$ cat config.mk
export PLATFORM = sky130hd
export DESIGN_NAME = count_readout_flat
export DESIGN_NICKNAME = d
export VERILOG_FILES = /design/src/rtl/count_readout_pkg.sv /design/src/rtl/count_readout_if.sv /design/src/rtl/snapshot_fifo.sv /design/src/rtl/count_readout.sv /design/src/flat_wrapper.sv
export SDC_FILE = /design/constraint.sdc
export NUM_CORES = 1
export LEC_CHECK = 0
export ABC_AREA = 1
export CORE_AREA = 2 2 290 292
export DETAILED_ROUTE_END_ITERATION = 8
export DIE_AREA = 0 0 292 294
export PLACE_DENSITY_LB_ADDON = 0.08
export SLEW_MARGIN = 10
export SYNTH_ARGS = -nofsm -noshare
export SYNTH_HDL_FRONTEND = slang
export SYNTH_SLANG_ARGS = --single-unit
$ cat constraint.sdc
create_clock -name clk -period 13.4 [get_ports clk]
set_input_delay 3.35 -clock clk [delete_from_list [all_inputs] [get_ports clk]]
set_output_delay 3.35 -clock clk [all_outputs]
set_load 0.05 [all_outputs]
$ cat src/rtl/count_readout_pkg.sv
`default_nettype none
// ============================================================================
//  Module      : count_readout_pkg
//  Description : Shared types, record geometry and byte-select helper for the
//                count readout path.
//  Revision    : 1.0  initial release
// ============================================================================
package count_readout_pkg;

  // Default geometry: 4 channels of 32-bit counts, 4 records deep
  localparam int N_CH_DEF  = 4;
  localparam int CNT_W_DEF = 32;
  localparam int DEPTH_DEF = 4;

  // Widest record the byte helper can address (128 bytes)
  localparam int REC_MAX_W = 1024;

  typedef enum logic [1:0] {
    EMPTY  = 2'd0,
    READY  = 2'd1,
    STREAM = 2'd2
  } rd_state_t;

  // Record width in bits: time word followed by every channel count
  function automatic int rec_w(input int n_ch, input int cnt_w);
    return (n_ch + 1) * cnt_w;
  endfunction

  // Record length in bytes
  function automatic int rec_bytes(input int n_ch, input int cnt_w);
    return rec_w(n_ch, cnt_w) / 8;
  endfunction

  localparam int REC_W     = rec_w(N_CH_DEF, CNT_W_DEF);
  localparam int REC_BYTES = rec_bytes(N_CH_DEF, CNT_W_DEF);

  // Little-endian byte select: idx 0 returns rec[7:0]
  function automatic logic [7:0] byte_of(input logic [REC_MAX_W-1:0] rec,
                                         input logic [6:0]           idx);
    return rec[{idx, 3'b000} +: 8];
  endfunction

endpackage
`default_nettype wire

$ cat src/rtl/count_readout_if.sv
`default_nettype none
// ============================================================================
//  Module      : count_readout_if
//  Description : Host read bus of the count readout: byte strobe, record
//                discard, returned byte and FIFO status.
//  Revision    : 1.0  initial release
// ============================================================================
interface count_readout_if #(
  parameter int DEPTH = 4
);
  logic                     rd;
  logic                     pop;
  logic [7:0]               rd_data;
  logic                     rd_valid;
  logic [$clog2(DEPTH):0]   level;
  logic                     empty;
  logic                     full;
  logic                     overflow;

  // Host side drives the strobes and observes data/status
  modport master (
    output rd, pop,
    input  rd_data, rd_valid, level, empty, full, overflow
  );

  // Readout side serves the strobes
  modport slave (
    input  rd, pop,
    output rd_data, rd_valid, level, empty, full, overflow
  );
endinterface
`default_nettype wire

$ cat src/rtl/snapshot_fifo.sv
`default_nettype none
// ============================================================================
//  Module      : snapshot_fifo
//  Description : Register-based record FIFO. A write while full is accepted
//                only when the head is popped in the same cycle.
//  Revision    : 1.0  initial release
// ============================================================================
module snapshot_fifo #(
  parameter int WIDTH = 160,
  parameter int DEPTH = 4
) (
  input  wire logic                     clk,
  input  wire logic                     nRESET,
  input  wire logic                     init_i,
  input  wire logic                     wr_i,
  input  wire logic [WIDTH-1:0]         wdata_i,
  input  wire logic                     pop_i,
  output logic      [WIDTH-1:0]         rdata_o,
  output logic      [$clog2(DEPTH):0]   level_o,
  output logic                          full_o,
  output logic                          empty_o
);

  localparam int AW = $clog2(DEPTH);
  localparam int LW = AW + 1;

  logic [WIDTH-1:0] mem_q [DEPTH];
  logic [AW-1:0]    wptr_q;
  logic [AW-1:0]    rptr_q;
  logic [LW-1:0]    level_q;

  logic w_pop;
  logic w_wr;

  assign w_pop = pop_i && (level_q != '0);
  assign w_wr  = wr_i && ((level_q != LW'(DEPTH)) || w_pop);

  // Record storage; contents are don't-care until written so no reset
  always_ff @(posedge clk) begin
    if (w_wr) mem_q[wptr_q] <= wdata_i;
  end

  // Pointers wrap naturally because DEPTH is a power of two
  always_ff @(posedge clk or negedge nRESET) begin
    if (!nRESET) begin
      wptr_q  <= '0;
      rptr_q  <= '0;
      level_q <= '0;
    end else if (init_i) begin
      wptr_q  <= '0;
      rptr_q  <= '0;
      level_q <= '0;
    end else begin
      if (w_wr)  wptr_q <= wptr_q + 1'b1;
      if (w_pop) rptr_q <= rptr_q + 1'b1;
      case ({w_wr, w_pop})
        2'b10:   level_q <= level_q + 1'b1;
        2'b01:   level_q <= level_q - 1'b1;
        default: level_q <= level_q;
      endcase
    end
  end

  assign rdata_o = mem_q[rptr_q];
  assign level_o = level_q;
  assign full_o  = (level_q == LW'(DEPTH));
  assign empty_o = (level_q == '0);

endmodule
`default_nettype wire

$ cat src/rtl/count_readout.sv
`default_nettype none
// ============================================================================
//  Module      : count_readout
//  Description : Captures time/channel snapshots into a record FIFO and
//                streams the head record to the host one byte per read strobe.
//  Revision    : 1.0  initial release
// ============================================================================
module count_readout
  import count_readout_pkg::*;
#(
  parameter int N_CH  = N_CH_DEF,
  parameter int CNT_W = CNT_W_DEF,
  parameter int DEPTH = DEPTH_DEF
) (
  input  wire logic                    clk,
  input  wire logic                    nRESET,
  input  wire logic                    init,
  input  wire logic                    snap,
  input  wire logic [CNT_W-1:0]        time_in,
  input  wire logic [N_CH*CNT_W-1:0]   cnt_in,
  count_readout_if.slave               host
);

  localparam int RW    = rec_w(N_CH, CNT_W);
  localparam int RB    = rec_bytes(N_CH, CNT_W);
  localparam int PTR_W = $clog2(RB);
  localparam int LW    = $clog2(DEPTH) + 1;
  localparam logic [PTR_W-1:0] LAST_PTR = PTR_W'(RB - 1);

  rd_state_t         state_q;
  logic [PTR_W-1:0]  ptr_q;
  logic [7:0]        rd_data_q;
  logic              rd_valid_q;
  logic              overflow_q;

  logic [RW-1:0]     w_wrec;
  logic [RW-1:0]     w_head;
  logic [LW-1:0]     w_level;
  logic [LW-1:0]     w_level_after;
  logic              w_full;
  logic              w_empty;
  logic              w_has;
  logic              w_last;
  logic              w_head_pop;
  logic              w_wr;
  logic [7:0]        w_byte;

  // Time word occupies the low bytes, channel 0 follows it
  assign w_wrec = {cnt_in, time_in};

  assign w_has      = (state_q != EMPTY);
  assign w_last     = (ptr_q == LAST_PTR);
  // A same-cycle rd and pop still drops only one record
  assign w_head_pop = w_has && ((host.rd && w_last) || host.pop);
  // The slot freed by a head pop may be reused in the same cycle
  assign w_wr       = snap && (!w_full || w_head_pop);
  assign w_level_after = w_level + LW'(w_wr) - LW'(w_head_pop);

  assign w_byte = byte_of(REC_MAX_W'(w_head), 7'(ptr_q));

  snapshot_fifo #(
    .WIDTH (RW),
    .DEPTH (DEPTH)
  ) u_fifo (
    .clk     (clk),
    .nRESET  (nRESET),
    .init_i  (init),
    .wr_i    (w_wr),
    .wdata_i (w_wrec),
    .pop_i   (w_head_pop),
    .rdata_o (w_head),
    .level_o (w_level),
    .full_o  (w_full),
    .empty_o (w_empty)
  );

  // Read FSM, byte pointer, returned byte and sticky overflow
  always_ff @(posedge clk or negedge nRESET) begin
    if (!nRESET) begin
      state_q    <= EMPTY;
      ptr_q      <= '0;
      rd_data_q  <= 8'h00;
      rd_valid_q <= 1'b0;
      overflow_q <= 1'b0;
    end else if (init) begin
      state_q    <= EMPTY;
      ptr_q      <= '0;
      rd_data_q  <= 8'h00;
      rd_valid_q <= 1'b0;
      overflow_q <= 1'b0;
    end else begin
      rd_valid_q <= host.rd;
      if (host.rd) rd_data_q <= w_has ? w_byte : 8'h00;
      if (snap && !w_wr) overflow_q <= 1'b1;

      case (state_q)
        EMPTY: begin
          if (w_wr) state_q <= READY;
        end
        READY: begin
          if (w_head_pop) begin
            ptr_q   <= '0;
            state_q <= (w_level_after != '0) ? READY : EMPTY;
          end else if (host.rd) begin
            ptr_q   <= ptr_q + 1'b1;
            state_q <= STREAM;
          end
        end
        STREAM: begin
          if (w_head_pop) begin
            ptr_q   <= '0;
            state_q <= (w_level_after != '0) ? READY : EMPTY;
          end else if (host.rd) begin
            ptr_q   <= ptr_q + 1'b1;
          end
        end
        default: begin
          ptr_q   <= '0;
          state_q <= EMPTY;
        end
      endcase
    end
  end

  assign host.rd_data  = rd_data_q;
  assign host.rd_valid = rd_valid_q;
  assign host.level    = w_level;
  assign host.empty    = w_empty;
  assign host.full     = w_full;
  assign host.overflow = overflow_q;

endmodule
`default_nettype wire

$ cat src/flat_wrapper.sv
// flat-port wrapper written by rule: the top's interface ports become plain ports
module count_readout_flat import count_readout_pkg::*;
#(
  parameter int N_CH  = N_CH_DEF,
  parameter int CNT_W = CNT_W_DEF,
  parameter int DEPTH = DEPTH_DEF
)
  (clk, nRESET, init, snap, time_in, cnt_in, host_rd, host_pop, host_rd_data, host_rd_valid, host_level, host_empty, host_full, host_overflow);
  count_readout_if #(.DEPTH(DEPTH)) host_i ();
  input  wire logic clk;
  input  wire logic nRESET;
  input  wire logic init;
  input  wire logic snap;
  input  wire logic [CNT_W-1:0] time_in;
  input  wire logic [N_CH*CNT_W-1:0] cnt_in;
  input wire logic [$bits(host_i.rd)-1:0] host_rd;
  input wire logic [$bits(host_i.pop)-1:0] host_pop;
  output wire logic [$bits(host_i.rd_data)-1:0] host_rd_data;
  output wire logic [$bits(host_i.rd_valid)-1:0] host_rd_valid;
  output wire logic [$bits(host_i.level)-1:0] host_level;
  output wire logic [$bits(host_i.empty)-1:0] host_empty;
  output wire logic [$bits(host_i.full)-1:0] host_full;
  output wire logic [$bits(host_i.overflow)-1:0] host_overflow;
  assign host_i.rd = host_rd;
  assign host_i.pop = host_pop;
  assign host_rd_data = host_i.rd_data;
  assign host_rd_valid = host_i.rd_valid;
  assign host_level = host_i.level;
  assign host_empty = host_i.empty;
  assign host_full = host_i.full;
  assign host_overflow = host_i.overflow;
  count_readout #(.N_CH(N_CH), .CNT_W(CNT_W), .DEPTH(DEPTH)) u_core (.clk(clk), .nRESET(nRESET), .init(init), .snap(snap), .time_in(time_in), .cnt_in(cnt_in), .host(host_i));
endmodule
==> results of run 1 <==
metal layers:
metal  wire, um  track usage (%)  up-vias
li1           -                -     8660
met5         36                0        -
met2      36900             30.0      348
met4       1720             5.37        6
met3       3200             2.96      101
met1      34600             23.6     8756
layout make-up:
type,instances,area [um2]
Sequential cell,664,19800
Fill cell,7851,50000
Timing Repair Buffer,202,2030
Clock inverter,37,362
Clock buffer,101,2070
Inverter,202,773
Multi-Input combinational cell,1446,6480
Antenna cell,2,5.00
Tap cell,1080,1350
flip-flops by register name (all words and copies together), names as in the netlist:
name                   flops
u_core.host.overflow       1
u_core.host.rd_data        8
u_core.host.rd_valid       1
u_core.ptr_q               5
u_core.state_q             2
u_core.u_fifo.level_o      3
u_core.u_fifo.mem_q      640
u_core.u_fifo.rptr_q       2
u_core.u_fifo.wptr_q       2
kinds of logic after synthesis:
logic type      Yosys count  synth area share [%]
xor+xnor                  4                 0.125
flops                   664                  70.9
simple gates           1311                  19.7
buf+inv                 339                  6.01
compound gates          118                  2.66
fa+ha+maj                13                 0.636
worst max-delay path: stages:
cell                              delay (ps)
sky130_fd_sc_hd__clkdlybuf4s50_1         480
sky130_fd_sc_hd__inv_1                   130
sky130_fd_sc_hd__o31ai_4                 260
sky130_fd_sc_hd__nand2_2                 150
sky130_fd_sc_hd__nand2_2                 120
sky130_fd_sc_hd__nand2_4                 120
sky130_fd_sc_hd__nor2_4                  280
sky130_fd_sc_hd__buf_4                   720
sky130_fd_sc_hd__buf_4                   770
cell usage in the layout (no fill, tap or decap), types with 4 or more instances in the layout:
| cell | n |
|---|---|
| sky130_fd_sc_hd__buf_12 | 5 |
| sky130_fd_sc_hd__buf_4 | 17 |
| sky130_fd_sc_hd__bufinv_16 | 6 |
| sky130_fd_sc_hd__clkbuf_1 | 20 |
| sky130_fd_sc_hd__clkbuf_16 | 78 |
| sky130_fd_sc_hd__clkdlybuf4s50_1 | 180 |
| sky130_fd_sc_hd__clkinv_1 | 13 |
| sky130_fd_sc_hd__clkinv_2 | 14 |
| sky130_fd_sc_hd__dfrtp_1 | 20 |
| sky130_fd_sc_hd__edfxtp_1 | 640 |
| sky130_fd_sc_hd__ha_1 | 11 |
| sky130_fd_sc_hd__inv_1 | 196 |
| sky130_fd_sc_hd__nand2_1 | 801 |
| sky130_fd_sc_hd__nand2_2 | 5 |
| sky130_fd_sc_hd__nand3_1 | 410 |
| sky130_fd_sc_hd__nor2_1 | 77 |
| sky130_fd_sc_hd__nor2_4 | 5 |
| sky130_fd_sc_hd__nor3_1 | 4 |
| sky130_fd_sc_hd__o211ai_1 | 9 |
| sky130_fd_sc_hd__o21ai_0 | 59 |
| sky130_fd_sc_hd__o21ai_1 | 12 |
| sky130_fd_sc_hd__o221ai_1 | 23 |
| sky130_fd_sc_hd__o22ai_1 | 9 |
worst max path at each step:
| stage | startpoint | end | slack (ps) |
|---|---|---|---|
| CTS | host_rd | u_core.u_fifo.mem_q[3][29] | 7070 |
| floorplan | host_rd | u_core.u_fifo.mem_q[0][0] | 2100 |
| global route | host_rd | u_core.u_fifo.mem_q[3][18] | 6940 |
| detailed placement | host_rd | u_core.u_fifo.mem_q[3][50] | 6430 |
| finish | host_rd | u_core.u_fifo.mem_q[3][29] | 7110 |
| global placement | host_rd | u_core.u_fifo.mem_q[3][23] | 6470 |
report_power, final:
part | internal [uW] | total, uW | switching, uW | leakage (uW)
combinational | 298 | 1020 | 719 | 0.00510
clock | 1200 | 2020 | 819 | 0.00118
sequential | 2420 | 2500 | 79.6 | 0.00620
Yosys cell counts (3+ instances only):
cell and number:
sky130_fd_sc_hd__nand3_1 410, sky130_fd_sc_hd__inv_1 198, sky130_fd_sc_hd__nor2_1 81, sky130_fd_sc_hd__buf_4 35, sky130_fd_sc_hd__o22ai_1 9, sky130_fd_sc_hd__o211ai_1 9
sky130_fd_sc_hd__buf_6 24, sky130_fd_sc_hd__dfrtp_1 24, sky130_fd_sc_hd__o21ai_1 12, sky130_fd_sc_hd__o221ai_1 23, sky130_fd_sc_hd__clkbuf_1 19, sky130_fd_sc_hd__nand2_2 5
sky130_fd_sc_hd__ha_1 11, sky130_fd_sc_hd__xor2_1 3, sky130_fd_sc_hd__nor3_1 4, sky130_fd_sc_hd__edfxtp_1 640, sky130_fd_sc_hd__buf_2 48, sky130_fd_sc_hd__nand2_1 801
sky130_fd_sc_hd__o21ai_0 59, sky130_fd_sc_hd__buf_1 9, sky130_fd_sc_hd__nand4_1 3
metrics by stage:
step           hold WS, ps  power, uW  cells  cell area [um2]
3_3_place_gp           500       3580   3594            30500
5_1_grt                524       5810   3733            32900
6_report               525       5530   3734            32900
2_1_floorplan          532       3200   2449            27900
3_5_place_dp           501       3590   3594            30500
4_1_cts                514       5630   3732            32900
==> results.txt, run 1 <==
----------------------------------------------------
[Run status]
  Outcome ... finished clean

[Logic synthesis]
  Library cells used by synthesis ... 38
  Cell count after synthesis ... 2449
  Total nets after synthesis ... 2628
  Post-synthesis average cell area ... 11.4 um2
  Register bit count reported by yosys ... 664
  Top cells by area, synth ... sky130_fd_sc_hd__edfxtp_1 69%, sky130_fd_sc_hd__nand2_1 11%, sky130_fd_sc_hd__nand3_1 7.3%, sky130_fd_sc_hd__inv_1 2.7%, sky130_fd_sc_hd__dfrtp_1 2.1%
  Cell taking the most area after synthesis ... sky130_fd_sc_hd__edfxtp_1
  Async set-reset flop share out of synthesis ... 3.61%
  Synth Warn # ... 0
  Share of synthesized area occupied by flip-flops and latches ... 70.9%
  Number of synthesized flops with an enable pin ... 640
  Most used DFF post-synth ... sky130_fd_sc_hd__edfxtp_1
  Share of the synthesized area in the top cell type ... 68.8%
  Cell area after synthesis ... 27900 um2

[Clock tree]
  Number of levels the H-tree was split into ... 3
  Clock tree from TritonCTS ... done
  CTS Buffer Depth ... 3
  Number of hold buffers added after cts ... 0
  Total of cells resized after clock tree synthesis ... 0
  Source-to-sink clock delay at the later pin of the worst-skew pair ... 620 ps
  Clock root buffer ... sky130_fd_sc_hd__clkbuf_16
  Number of CTS-inserted buffers ... 75
  Number of sinks on the clock net ... 664
  Clock transition at path regs ... 60 ps
  Number of setup buffers added after CTS ... 0

[Cells and area]
  Area growth, synth to finish ... 17.7%
  Final design utilization ... 39.7%
  Share of post-route cells with drive strength above 1 ... 5.84%
  Nets@finish ... 2770

[GRT]
  Gr ovfl total ... 0
  Number of antenna violations at the first check in global routing ... 5
  Maximum number of pins on one net before global-route repair ... 213
  Wire length of the first global-routing pass ... 114000 um
  GRT Resource Usage Total ... 17.8%
  Via count of the first global-routing pass ... 17527

[Timing]
  RSZ-0062 raised after global routing ... false
  Post-route fraction of the period consumed by the critical path ... 46.9%
  Post-Route Skew ... 23.4 ps
  Setup violators final ... 0
  Final setup TNS ... 0 ps
  Minimum setup slack in the final design ... 7110 ps
  Final hold vios ... 0
  Crit path time final ... 6290 ps
  Pins over their slew limit ... 0
  Max Fclk ... 159 MHz
  Worst-Margin Slew ... 1210 ps
  Relative max-transition margin ... 19.5%

[Hold path]
  Hold Crit Endpoint ... u_core.host.overflow
  Min-Delay Path Class ... reg2reg
  HP Start ... u_core.host.overflow
  Hold Path Depth ... 1

[Routing]
  Routed via count ... 17871
  Number of remaining DRC errors ... 0
  Routed wire length ... 76500 um
  Wire length per cell ... 20.5 um
  Antenna violation net count after detailed routing ... 0
  Initial DRC count ... 1158
  Detailed-routing iteration count for the pre-antenna-repair pass ... 5
  Average vias per placed instance ... 4.79

[Setup path]
  Required time of the critical path ... 13620 ps
  Path depth of the worst reg2reg path ... 9
  Crit path capture type ... flop
  Largest fanout of any net on the critical path ... 50
  Arrival time reported for the critical path endpoint ... 6510 ps
  R2R Path Start ... u_core.ptr_q[0]
  CP Launch Type ... primary input
  Class of the most critical setup path ... in2reg
  Flop2flop setup slack ... 9170 ps
  R2R Path End ... u_core.u_fifo.mem_q[3][29]

[Placed design]
  Port bufs ... 180
  Post-detail-place hpwl ... 41900 um
  Worst setup timing slack at the placement stage ... 6430 ps
  Routability congestion estimate ... 0.712

[Die]
  Starting density of the core ... 33.7%
  Core region area ... 82900 um2
  Die extent in y ... 294 um
  Std-Cell Rows ... 106
  I/O pin count ... 181
  Area enclosed by the die boundary ... 85800 um2
  Die Span X ... 292 um

[Run]
  Count of max-cap constraint violations ... 0

[Power]
  Largest vdd supply drop ... 0.0777 mV
  Power Density ... 168 nW/um2
  Static Leak ... 0.0125 uW

----------------------------------------------------
(Power assumes the default switching activity.)
==> run 2, diff against run 1 <==
==> constraint.sdc (replaced) <==
create_clock -name clk -period 5.9 [get_ports clk]
set_input_delay 1.475 -clock clk [delete_from_list [all_inputs] [get_ports clk]]
set_output_delay 1.475 -clock clk [all_outputs]
set_load 0.05 [all_outputs]
==> results.txt, run 2 (same netlist as run 1, synthesis figures left out) <==
----------------------------------------------------
[Power]
  Largest vdd supply drop ... 0.167 mV (was 0.0777 mV)
  Static Leak ... 0.0125 uW (about the same)
  Power Density ... 375 nW/um2 (was 168 nW/um2)
  Post-layout total power ... 12300 uW (was 5530 uW)

[Clock tree]
  Number of hold buffers added after cts ... 0 (unchanged)
  Number of CTS-inserted buffers ... 76 (was 75)
  CTS Buffer Depth ... 3 (unchanged)
  Clock tree from TritonCTS ... done (unchanged)
  Number of levels the H-tree was split into ... 3 (unchanged)
  Clock transition at path regs ... 60 ps (about the same)
  Number of setup buffers added after CTS ... 0 (unchanged)
  Clock root buffer ... sky130_fd_sc_hd__clkbuf_16 (unchanged)
  Source-to-sink clock delay at the later pin of the worst-skew pair ... 610 ps (was 620 ps)
  Number of sinks on the clock net ... 664 (unchanged)
  Total of cells resized after clock tree synthesis ... 0 (unchanged)

[Setup path]
  Arrival time reported for the critical path endpoint ... 2340 ps (was 6510 ps)
  Crit path capture type ... output port (was flop)
  Class of the most critical setup path ... reg2out (was in2reg)
  Required time of the critical path ... 4430 ps (was 13620 ps)
  CP Launch Type ... flop (was primary input)
  Largest fanout of any net on the critical path ... 6 (was 50)
  Slowest stage cell on the critical path ... sky130_fd_sc_hd__clkdlybuf4s50_1 (was sky130_fd_sc_hd__buf_4)
  Critical path's largest stage delay ... 890 ps (was 770 ps)
  Sequence of cells on the critical path ... nor3_1 -> clkdlybuf4s50_1 (was clkdlybuf4s50_1 -> inv_1 -> o31ai_4 -> nand2_2 -> nand2_2 -> nand2_4 -> nor2_4 -> buf_4 -> buf_4)

[Cells and area]
  Cell area after layout ... 32900 um2 (about the same)
  Final design utilization ... 39.7% (about the same)
  Most flops, register ... u_core.u_fifo.mem_q (unchanged)
  Most common cell after layout, fill and taps aside ... sky130_fd_sc_hd__nand2_1 (unchanged)
  Share of post-route cells with drive strength above 1 ... 5.81% (was 5.84%)
  Nets@finish ... 2780 (was 2770)
  Most used cells in the layout excluding fill and tap cells ... 801 x sky130_fd_sc_hd__nand2_1, 640 x sky130_fd_sc_hd__edfxtp_1, 410 x sky130_fd_sc_hd__nand3_1 (unchanged)
  Flip-flop count of the largest register, all copies and words added ... 640 (unchanged)
  Area growth, synth to finish ... 17.6% (was 17.7%)
  Fillers ... 7973 (was 7851)

[Die]
  Area enclosed by the die boundary ... 85800 um2 (unchanged)
  Die extent in y ... 294 um (unchanged)
  Core region area ... 82900 um2 (unchanged)
  Std-Cell Rows ... 106 (unchanged)
  Starting density of the core ... 33.7% (unchanged)
  I/O pin count ... 181 (unchanged)
  Die Span X ... 292 um (unchanged)

[GRT]
  Number of antenna violations at the first check in global routing ... 7 (was 5)
  Wire length of the first global-routing pass ... 116000 um (was 114000 um)
  Via count of the first global-routing pass ... 17930 (was 17527)
  Maximum number of pins on one net before global-route repair ... 159 (was 213)
  GRT Resource Usage Total ... 18.2% (was 17.8%)
  Gr ovfl total ... 0 (unchanged)

[Routing]
  Routed wire length ... 77900 um (was 76500 um)
  Antenna violation net count after detailed routing ... 0 (unchanged)
  Detailed-routing iteration count for the pre-antenna-repair pass ... 5 (unchanged)
  Number of remaining DRC errors ... 0 (unchanged)
  Average vias per placed instance ... 4.82 (was 4.79)
  Routed via count ... 17988 (was 17871)
  Initial DRC count ... 1098 (was 1158)
  Wire length per cell ... 20.9 um (was 20.5 um)

[Timing]
  Worst-Margin Slew ... 1180 ps (was 1210 ps)
  Max Fclk ... 262 MHz
  Pins over their slew limit ... 0 (unchanged)
  Crit path time final ... 3810 ps
  Post-route fraction of the period consumed by the critical path ... 64.6%
  Post-Route Skew ... 13.4 ps (was 23.4 ps)
  Final setup TNS ... 0 ps (unchanged)
  RSZ-0062 raised after global routing ... false (unchanged)
  Relative max-transition margin ... 20.6% (was 19.5%)
  Setup violators final ... 0 (unchanged)
  Final hold vios ... 0 (unchanged)

[Placed design]
  Post-detail-place hpwl ... 44700 um (was 41900 um)
  Port bufs ... 180 (unchanged)
  Routability congestion estimate ... 0.751 (was 0.712)
  Post-place instance area ... 30600 um2 (was 30500 um2)

[Run status]
  Outcome ... finished clean (unchanged)

[Hold path]
  Min-Delay Path Class ... reg2reg (unchanged)

[Run]
  Count of max-cap constraint violations ... 0 (unchanged)

----------------------------------------------------
-- run 2: through the flow --
step	hold WS, ps	cells	worst slack (ps)
floorplan	532	2449	-818
global placement	494	3603	1690
detailed placement	490	3603	1730
CTS	504	3731	2060
global route	527	3734	1990
finish	505	3734	2090
-- run 2: critical path, delay by kind of cell, from the launching register on --
family        cells  cell delay (ps)
buf+inv           1              890
flops             1              460
simple gates      1              390
-- run 2: power breakdown --
part | switching [uW] | internal [uW]
clock network | 1820 | 2550
logic | 1560 | 688
registers | 215 | 5480
-- run 2: final timing paths --
path,slack (ps),to,from,cells after the start
max reg2reg,2340,u_core.host.rd_data[2],u_core.ptr_q[0],13
min,500,u_core.host.overflow,u_core.host.overflow,1
min in group asynchronous,1270,u_core.u_fifo.rptr_q[1],nRESET,2
max,2090,host_empty,u_core.u_fifo.level_o[1],2
min reg2reg,500,u_core.host.overflow,u_core.host.overflow,1
max in group asynchronous,4340,u_core.ptr_q[0],nRESET,2
-- run 2: area by class of cell --
| cell class | instances | area (um2) | share of cell area [%] |
|---|---|---|---|
| flip-flops and latches | 664 | 19800 | 60.3 |
| multi-input cells | 1446 | 6480 | 19.7 |
| repair buffers | 211 | 2160 | 6.57 |
| clock buffers | 89 | 2010 | 6.13 |
| well taps | 1080 | 1350 | 4.11 |
| inverters | 202 | 773 | 2.35 |
| clock inverters | 39 | 255 | 0.777 |
| diodes | 3 | 7.51 | 0.0228 |
-- run 2: metal layers --
layer / global-route usage [%] / vias up / share of wire (%)
met2: 31.0 / 377 / 50
met1: 23.6 / 8841 / 44
met5: 0 / - / 0.047
li1: - / 8662 / -
met4: 5.64 / 6 / 2.1
met3: 3.01 / 102 / 4.3
